`src/rtl/team2_button_conditioner.sv`:
```
// Synchronises, debounces and arbitrates the active-low up/down buttons into clean levels and step pulses.
// Optional auto-repeat of step pulses while a single button is held: define BTN_REPEAT_EN.
module team2_button_conditioner #(
  parameter int unsigned DEBOUNCE_CYCLES = 50000,
  parameter int unsigned REPEAT_PERIOD   = 100000,
  parameter int unsigned CNT_W           = 17
) (
  input  logic clk,
  input  logic rst_n,
  input  logic vu_raw,
  input  logic vd_raw,
  output logic vu_clean,
  output logic vd_clean,
  output logic up_step,
  output logic down_step,
  output logic conflict
);

  if (DEBOUNCE_CYCLES == 0 || REPEAT_PERIOD == 0 ||
      DEBOUNCE_CYCLES > (1 << CNT_W) || REPEAT_PERIOD > (1 << CNT_W)) begin : g_bad_cfg
    $error("team2_button_conditioner: CNT_W too small or zero period");
  end

  typedef enum logic [1:0] {IDLE, UP_HELD, DOWN_HELD, CONFLICT} state_t;

  // Bit 0 = up button, bit 1 = down button.
  logic [1:0]       sync_a;
  logic [1:0]       sync_b;
  logic [1:0]       clean;
  logic [CNT_W-1:0] db_cnt [2];

  state_t state;
  state_t nxt;
  logic   rpt_fire;

  always_ff @(posedge clk or negedge rst_n) begin
    if (!rst_n) begin
      sync_a <= '1;
      sync_b <= '1;
      clean  <= '1;
      for (int unsigned i = 0; i < 2; i++) db_cnt[i] <= '0;
    end else begin
      sync_a <= {vd_raw, vu_raw};
      sync_b <= sync_a;
      for (int unsigned i = 0; i < 2; i++) begin
        if (sync_b[i] == clean[i]) begin
          db_cnt[i] <= '0;
        end else if (db_cnt[i] == CNT_W'(DEBOUNCE_CYCLES - 1)) begin
          clean[i]  <= sync_b[i];
          db_cnt[i] <= '0;
        end else begin
          db_cnt[i] <= db_cnt[i] + 1'b1;
        end
      end
    end
  end

  always_comb begin
    nxt = IDLE;
    case (clean)
      2'b00:   nxt = CONFLICT;
      2'b10:   nxt = UP_HELD;
      2'b01:   nxt = DOWN_HELD;
      default: nxt = IDLE;
    endcase
  end

`ifdef BTN_REPEAT_EN
  logic [CNT_W-1:0] rpt_cnt;

  assign rpt_fire = (nxt == state) && (state == UP_HELD || state == DOWN_HELD) &&
                    (rpt_cnt == CNT_W'(REPEAT_PERIOD - 1));

  // Cleared on entry and on every repeat pulse, so it never wraps.
  always_ff @(posedge clk or negedge rst_n) begin
    if (!rst_n) begin
      rpt_cnt <= '0;
    end else if ((nxt == UP_HELD || nxt == DOWN_HELD) && nxt == state && !rpt_fire) begin
      rpt_cnt <= rpt_cnt + 1'b1;
    end else begin
      rpt_cnt <= '0;
    end
  end
`else
  assign rpt_fire = 1'b0;
`endif

  // A step is issued on the edge that enters a held state (including re-entry from CONFLICT).
  always_ff @(posedge clk or negedge rst_n) begin
    if (!rst_n) begin
      state     <= IDLE;
      up_step   <= 1'b0;
      down_step <= 1'b0;
      conflict  <= 1'b0;
    end else begin
      state     <= nxt;
      conflict  <= (clean == 2'b00);
      up_step   <= (nxt == UP_HELD)   && ((nxt != state) || rpt_fire);
      down_step <= (nxt == DOWN_HELD) && ((nxt != state) || rpt_fire);
    end
  end

  assign vu_clean = clean[0];
  assign vd_clean = clean[1];

endmodule

```
`config.mk`:
```
export PLATFORM = sky130hd
export DESIGN_NAME = team2_button_conditioner
export DESIGN_NICKNAME = d
export VERILOG_FILES = /design/src/rtl/team2_button_conditioner.sv
export SDC_FILE = /design/constraint.sdc
export NUM_CORES = 1
export LEC_CHECK = 0
export CORE_ASPECT_RATIO = 0.6
export CORE_MARGIN = 3
export CORE_UTILIZATION = 45
export DETAILED_ROUTE_END_ITERATION = 7
export PLACE_DENSITY = 0.62
export SLEW_MARGIN = 15
export SYNTH_ARGS = -nofsm -noshare
export SYNTH_HDL_FRONTEND = slang
export SYNTH_SLANG_ARGS = --single-unit
```
`constraint.sdc`:
```
create_clock -name clk -period 2.24 [get_ports clk]
set_input_delay 0.448 -clock clk [delete_from_list [all_inputs] [get_ports clk]]
set_output_delay 0.448 -clock clk [all_outputs]
set_load 0.005 [all_outputs]
```
### Yosys cells after proc, flatten, opt, wreduce, memory -nomap -nowiden

Cells that the tools add are included.

| operators by class | value |
|---|---|
| $add $sub $neg | 2 |
| equal/unequal tests | 9 |
| multiplexer cells | 5 |
| bitwise gates (word level) | 2 |
| reductions and logical operators | 5 |

Operators with widths:

| kind | count |
|---|---|
| $mux 17 | 4 |
| $add 17x1->17 const B | 2 |
| $eq 17x16->1 const B | 2 |
| $pmux 2 s3 | 1 |
| $eq 2x1->1 const B | 2 |
| $eq 2x2->1 const B | 2 |
| $reduce_and 2->1 | 2 |
| $eq 1x1->1 | 2 |
| $logic_and 1x1->1 | 2 |
| $logic_not 2->1 | 1 |
| $ne 2x2->1 | 1 |
| $not 1->1 | 2 |

| storage, ports and cells | value |
|---|---|
| register bits | 45 |
| input port bits | 4 |
| word-level logic and storage cells | 33 |

### Depth between registers and ports, before layout

Gate-level depths: netlist of the first run.

| logic depth | value |
|---|---|
| depth in word-level cells | 4 |
| gate-level depth with buffers | 6 |
| mapped depth without buffers | 5 |

### Worst setup path after synthesis of the first run

OpenSTA, ideal clock, no wires.

| timing path | value |
|---|---|
| kind | register to register |
| start | register db_cnt[7] in the netlist's numbering |
| end | register db_cnt[10] in the netlist's numbering |
| arrival | 1.725 ns |
| required time | 2.121 ns |
| path slack | 0.397 ns |
| stages on the path, launching flop included | 6 |
| buffers on the path | 1 |
| path through | dfrtp_1 > or4_1 > or4_4 > o21ai_4 > buf_6 > nor2_1 |

| between the ends | value |
|---|---|
| cells in the longest elaborated chain, start to end | 3 |
| elaborated cells on any way between the ends | 4 |

Ends and longest elaborated chain:

| what | line | RTL |
|---|---|---|
| start, declared | 30 | `logic [CNT_W-1:0] db_cnt [2];` |
| start signal, assigned by index | 52 | `db_cnt[i] <= db_cnt[i] + 1'b1;` |
| $add 17x1->17 / $eq 17x16->1 (equally long branches) | 52, 48 |  |
| $mux 17 * | 48 | `end else if (db_cnt[i] == CNT_W'(DEBOUNCE_CYCLES - 1)) begin` |
| $mux 17 * | 46 | `if (sync_b[i] == clean[i]) begin` |

Mark *: on every way between the ends. The rest lies on a longest branch, timed or not.
A chain may end at the register's enable or synchronous reset.

### Final worst setup path of the first run

| timing path | value |
|---|---|
| start | register db_cnt[7] in the netlist's numbering |
| end | register db_cnt[3] in the netlist's numbering |

| between the ends | value |
|---|---|
| cells in the longest elaborated chain, start to end | 3 |

Ends and longest elaborated chain:

| what | line |
|---|---|
| $eq 17x16->1 | 48 |
| $mux 17 | 48 |
| $mux 17 | 46 |

Every way passes these cells.

==> results of run 1 <==
## metal layers
metal	vias up	GRT usage (%)	share of wire (%)
met5	-	0	0
met4	0	3.17	0
met3	0	4.80	4.9
met2	29	22.4	43
met1	660	24.4	52
li1	675	-	-
## area by class of cell
class / count / area (µm²)
inverters: 11 / 41.3
repair buffers: 12 / 118
clock inverters: 1 / 7.51
multi-input cells: 134 / 833
flip-flops and latches: 45 / 1130
well taps: 60 / 75.1
fillers: 371 / 1930
clock buffers: 7 / 76.3
## critical path, cell delays in order (launching register included)
cell                      delay, ps
sky130_fd_sc_hd__dfrtp_1        410
sky130_fd_sc_hd__or4_1          520
sky130_fd_sc_hd__or4_4          440
sky130_fd_sc_hd__o21ai_4        400
sky130_fd_sc_hd__nor2_1         120
## state kept, by name, summed over array words and instances (netlist names)
name	flops
clean	2
conflict	1
db_cnt	34
down_step	1
state	2
sync_a	2
sync_b	2
up_step	1
## path summary, 6_finish.rpt
path,from,to,slack (ps),depth (start not counted)
worst max-delay path,db_cnt[7],db_cnt[3],200,4
worst min-delay path,rst_n,db_cnt[8],120,1
worst max register to register,db_cnt[7],db_cnt[3],200,4
worst min register to register,sync_a[0],sync_b[0],360,0
max in group asynchronous,rst_n,sync_b[0],1540,2
min in group clk,sync_a[0],sync_b[0],360,0
## power groups by stage
stage / combinational [mW] / clock [mW] / sequential [mW]
2_1_floorplan: 0.0269 / 0 / 0.851
6_report: 0.0545 / 0.478 / 0.838
5_1_grt: 0.0632 / 0.541 / 0.840
3_3_place_gp: 0.0535 / 0 / 0.852
4_1_cts: 0.0571 / 0.499 / 0.838
3_5_place_dp: 0.0567 / 0 / 0.853
## logic make-up after synthesis
logic type,after synthesis
buffers and inverters,13
adder cells (fa/ha/maj),2
flip-flops,45
XOR/XNOR,32
multiplexers,2
AO/OA/AOI/OAI,4
AND/OR/NAND/NOR,94
## cells in the final DEF (no fill, tap or decap), drive strengths merged
cell and n:
nor4 10, clkinvlp 1, ha 2, xor2 4
o41ai 1, mux2 2, nor3 7, inv 11
nor2 45, clkbuf 7, dfrtp 39, nand3 10
or4 3, nand4 8, nand2b 1, xnor2 28
a211oi 1, nor4b 1, o211a 1, nand2 8
buf 5, clkdlybuf4s50 7, o21ai 1, dfstp 6
or3 1
## through the flow
stage | cells | total power [mW] | hold slack, ps | worst slack [ps]
finish | 270 | 1.37 | 116 | 204
floorplan | 192 | 0.878 | 152 | 397
detailed placement | 262 | 0.910 | 347 | 212
CTS | 270 | 1.39 | 128 | 193
global route | 270 | 1.44 | 144 | 114
global placement | 262 | 0.905 | 350 | 276
==> results.md, run 1 <==
Finish:
- The final design utilization is 54.2%.
- At the end of the flow, the number of nets in the layout was 215.
- The finished cells cover 0.00228 mm².
- From synthesis to final layout, the design area changed by 12.9%.
- The repair_antennas step left the layout with diodes totalling 0.
- The fraction of final layout cells sized beyond drive strength 1 is 10.5%.

Route:
- The wire length reported by the detailed router is 3.67 mm.
- The detail-routed via count per cell is between 5 and 6.
- The first detailed-routing pass ran for 4 iterations.
- The via count of the routed design is 1364.
- The DRC violation count after routing is 0.
- The routed wirelength normalized by instance count is ~14 µm.
- The number of antenna-violating nets in the routed design is 0.
- In this run, the number of DRC markers left after iteration 0 of detailed routing was 77.

Synthesis:
- When the netlist entered floorplanning its net count stood at 198.
- For this run, the number of Yosys warnings is 0.
- The basic-gate share of the synthesized area counting and, or, nand and nor cells is 21.9%.
- sky130_fd_sc_hd__dfrtp_1 takes more of the synthesized area than any other cell.
- The share of the Yosys chip area taken by registers is between 50% and 60%.
- The proportion of register bits with asynchronous set or reset after synthesis is 100%.
- Among all cell types in the netlist, the one instantiated most often is sky130_fd_sc_hd__nor2_1.
- Multiplexer cells account for 1.11% of the synthesized area.
- In this run, synthesis inferred 0 flip-flops with an integrated enable.
- The mean instance size in the synthesized netlist is roughly 11 µm².
- Synthesis instantiated 24 different standard cells from the library.
- The area share of the leading cell type in the synthesized netlist is 48.2%.
- Among all flip-flop cells after synthesis, the most frequent one is sky130_fd_sc_hd__dfrtp_1.
- Ranked by total cell area, the synthesized netlist is headed by sky130_fd_sc_hd__dfrtp_1 48%, sky130_fd_sc_hd__xnor2_1 12%, sky130_fd_sc_hd__nor2_1 8.3%.
- After Yosys synthesis, full adders, half adders and majority gates account for 1.24% of the synthesized area.
- The cell count after synthesis is around 190.
- The commonest cells after synthesis are 45 x sky130_fd_sc_hd__nor2_1, 39 x sky130_fd_sc_hd__dfrtp_1, 28 x sky130_fd_sc_hd__xnor2_1, 11 x sky130_fd_sc_hd__inv_1.
- Summing every instance area after synthesis gives 0.00202 mm².
- Of the total synthesized cell area, the portion taken by XOR and XNOR cells is between 10 and 15%.
- The register bit count reported by yosys is 45.
- The largest family of logic cells by synthesized area is simple AND/OR/NAND/NOR gates.
- The complex-gate fraction of the synthesized area is 3.03%.

Clock tree:
- The number of buffers added for setup after CTS is 0.
- The number of levels the H-tree was split into is 2.
- TritonCTS built the clock tree.
- The number of clock buffers inserted by TritonCTS is 5.
- In this run, post-CTS repair resized a total of 0 instances.
- The worst-case clock buffer depth is 2.
- In this run, post-CTS hold repair placed 0 buffers.
- The number of clock sinks seen by CTS is between 40 and 50.
- The library cell used as clock root buffer is sky130_fd_sc_hd__clkbuf_8.
- The clock latency on the worst-skew pair is 290 ps.
- Clock-pin slew was measured on the worst setup and hold paths at around 80 ps.

Place:
- Detailed placement ended at an HPWL of roughly 2.6 mm.
- The routability-driven placement congestion ratio is 0.834.
- The placed instances occupy a cell area of 0.00220 mm².
- In this run the tool buffered the top-level ports with 8 buffer cells.

Timing:
- The final hold violation count came to 0.
- Based on the critical path, the design can be clocked at up to between 400 and 500 MHz.
- At the pin with the least slew margin, the transition time is about 520 ps.
- The total count of max-transition violations in the final report is 0.
- The clock tree skew after final layout is just over 8 ps.
- Setup repair after global routing left no endpoint under its margin.
- After routing, the total negative slack on setup checks comes to 0 ps.
- The worst-case headroom to the max-slew limit is 65.6%.
- The share of the clock period used by the worst path after layout is between 90 and 100%.
- The final setup violation count is 0.
- The worst path needs 2040 ps of the cycle, external delays included.

Floorplanning:
- The floorplan step defined a die boundary enclosing 0.00537 mm².
- Measured along the x axis, the die boundary spans 92.6 µm.
- During I/O placement, the number of pins put on the boundary was 9.
- The height of the die is 58.0 µm.
- The core box area is 0.00421 mm².
- The starting utilization of the core area is 48.1%.
- The floorplan has 18 rows.

Global routing:
- The initial antenna violation count was 0.
- Entering global routing, the biggest net connects 26 pins.
- The total global-route track usage is 15.9%.
- The via count of the first global-routing pass was ~1300.
- The wire length of the first global-routing pass is 6.58 mm.
- For this run the aggregate overflow at the end of global routing stands at 0.

Worst setup path:
- The critical path is of the flip-flop to flip-flop type.
- The category of the worst setup path launch point is a flip-flop.
- The highest fanout seen on the critical path is 17.
- The critical path data arrival time is 2200 ps.
- STA classifies the critical path endpoint as a flip-flop.
- The data required time of the worst path is 2400 ps.

Pwr:
- The ratio of total power to cell area is 600 mW/mm².
- The internal portion of the total power is between 1 and 1.5 mW.
- Sequential cells burn 61.1% of the power.
- Summed over all nets, the switching power comes to 0.303 mW.
- Of the total power, the share spent switching nets is 22.1%.
- Combinational logic is responsible for roughly 4.0% of the overall power.
- Summed over all cells, the static leakage comes to roughly 0.90 nW.
- The clock share of power is approximately a third.
- VDD sags by at most approximately 0.21 mV.

Worst hold path:
- In this run the worst hold path is classified as primary input to asynchronous set/reset pin.

Flow run:
- Across the run, the number of max-cap violations was 0.

Status:
- The flow ran to the end, and the final reports show no timing, DRC or antenna violations.
No activity file was read; power rests on OpenSTA's default activity.
==> run 2: changes to the inputs <==
Settings changed: SKIP_LAST_GASP set to 1.
==> results of run 2 <==
Final layout, timing and power as in run 1 (identical DEF).
==> run 3: changes to the inputs <==
Settings changed: GPL_ROUTABILITY_DRIVEN set to 0.
==> results of run 3 <==
Final layout, timing and power as in run 1 (identical DEF).
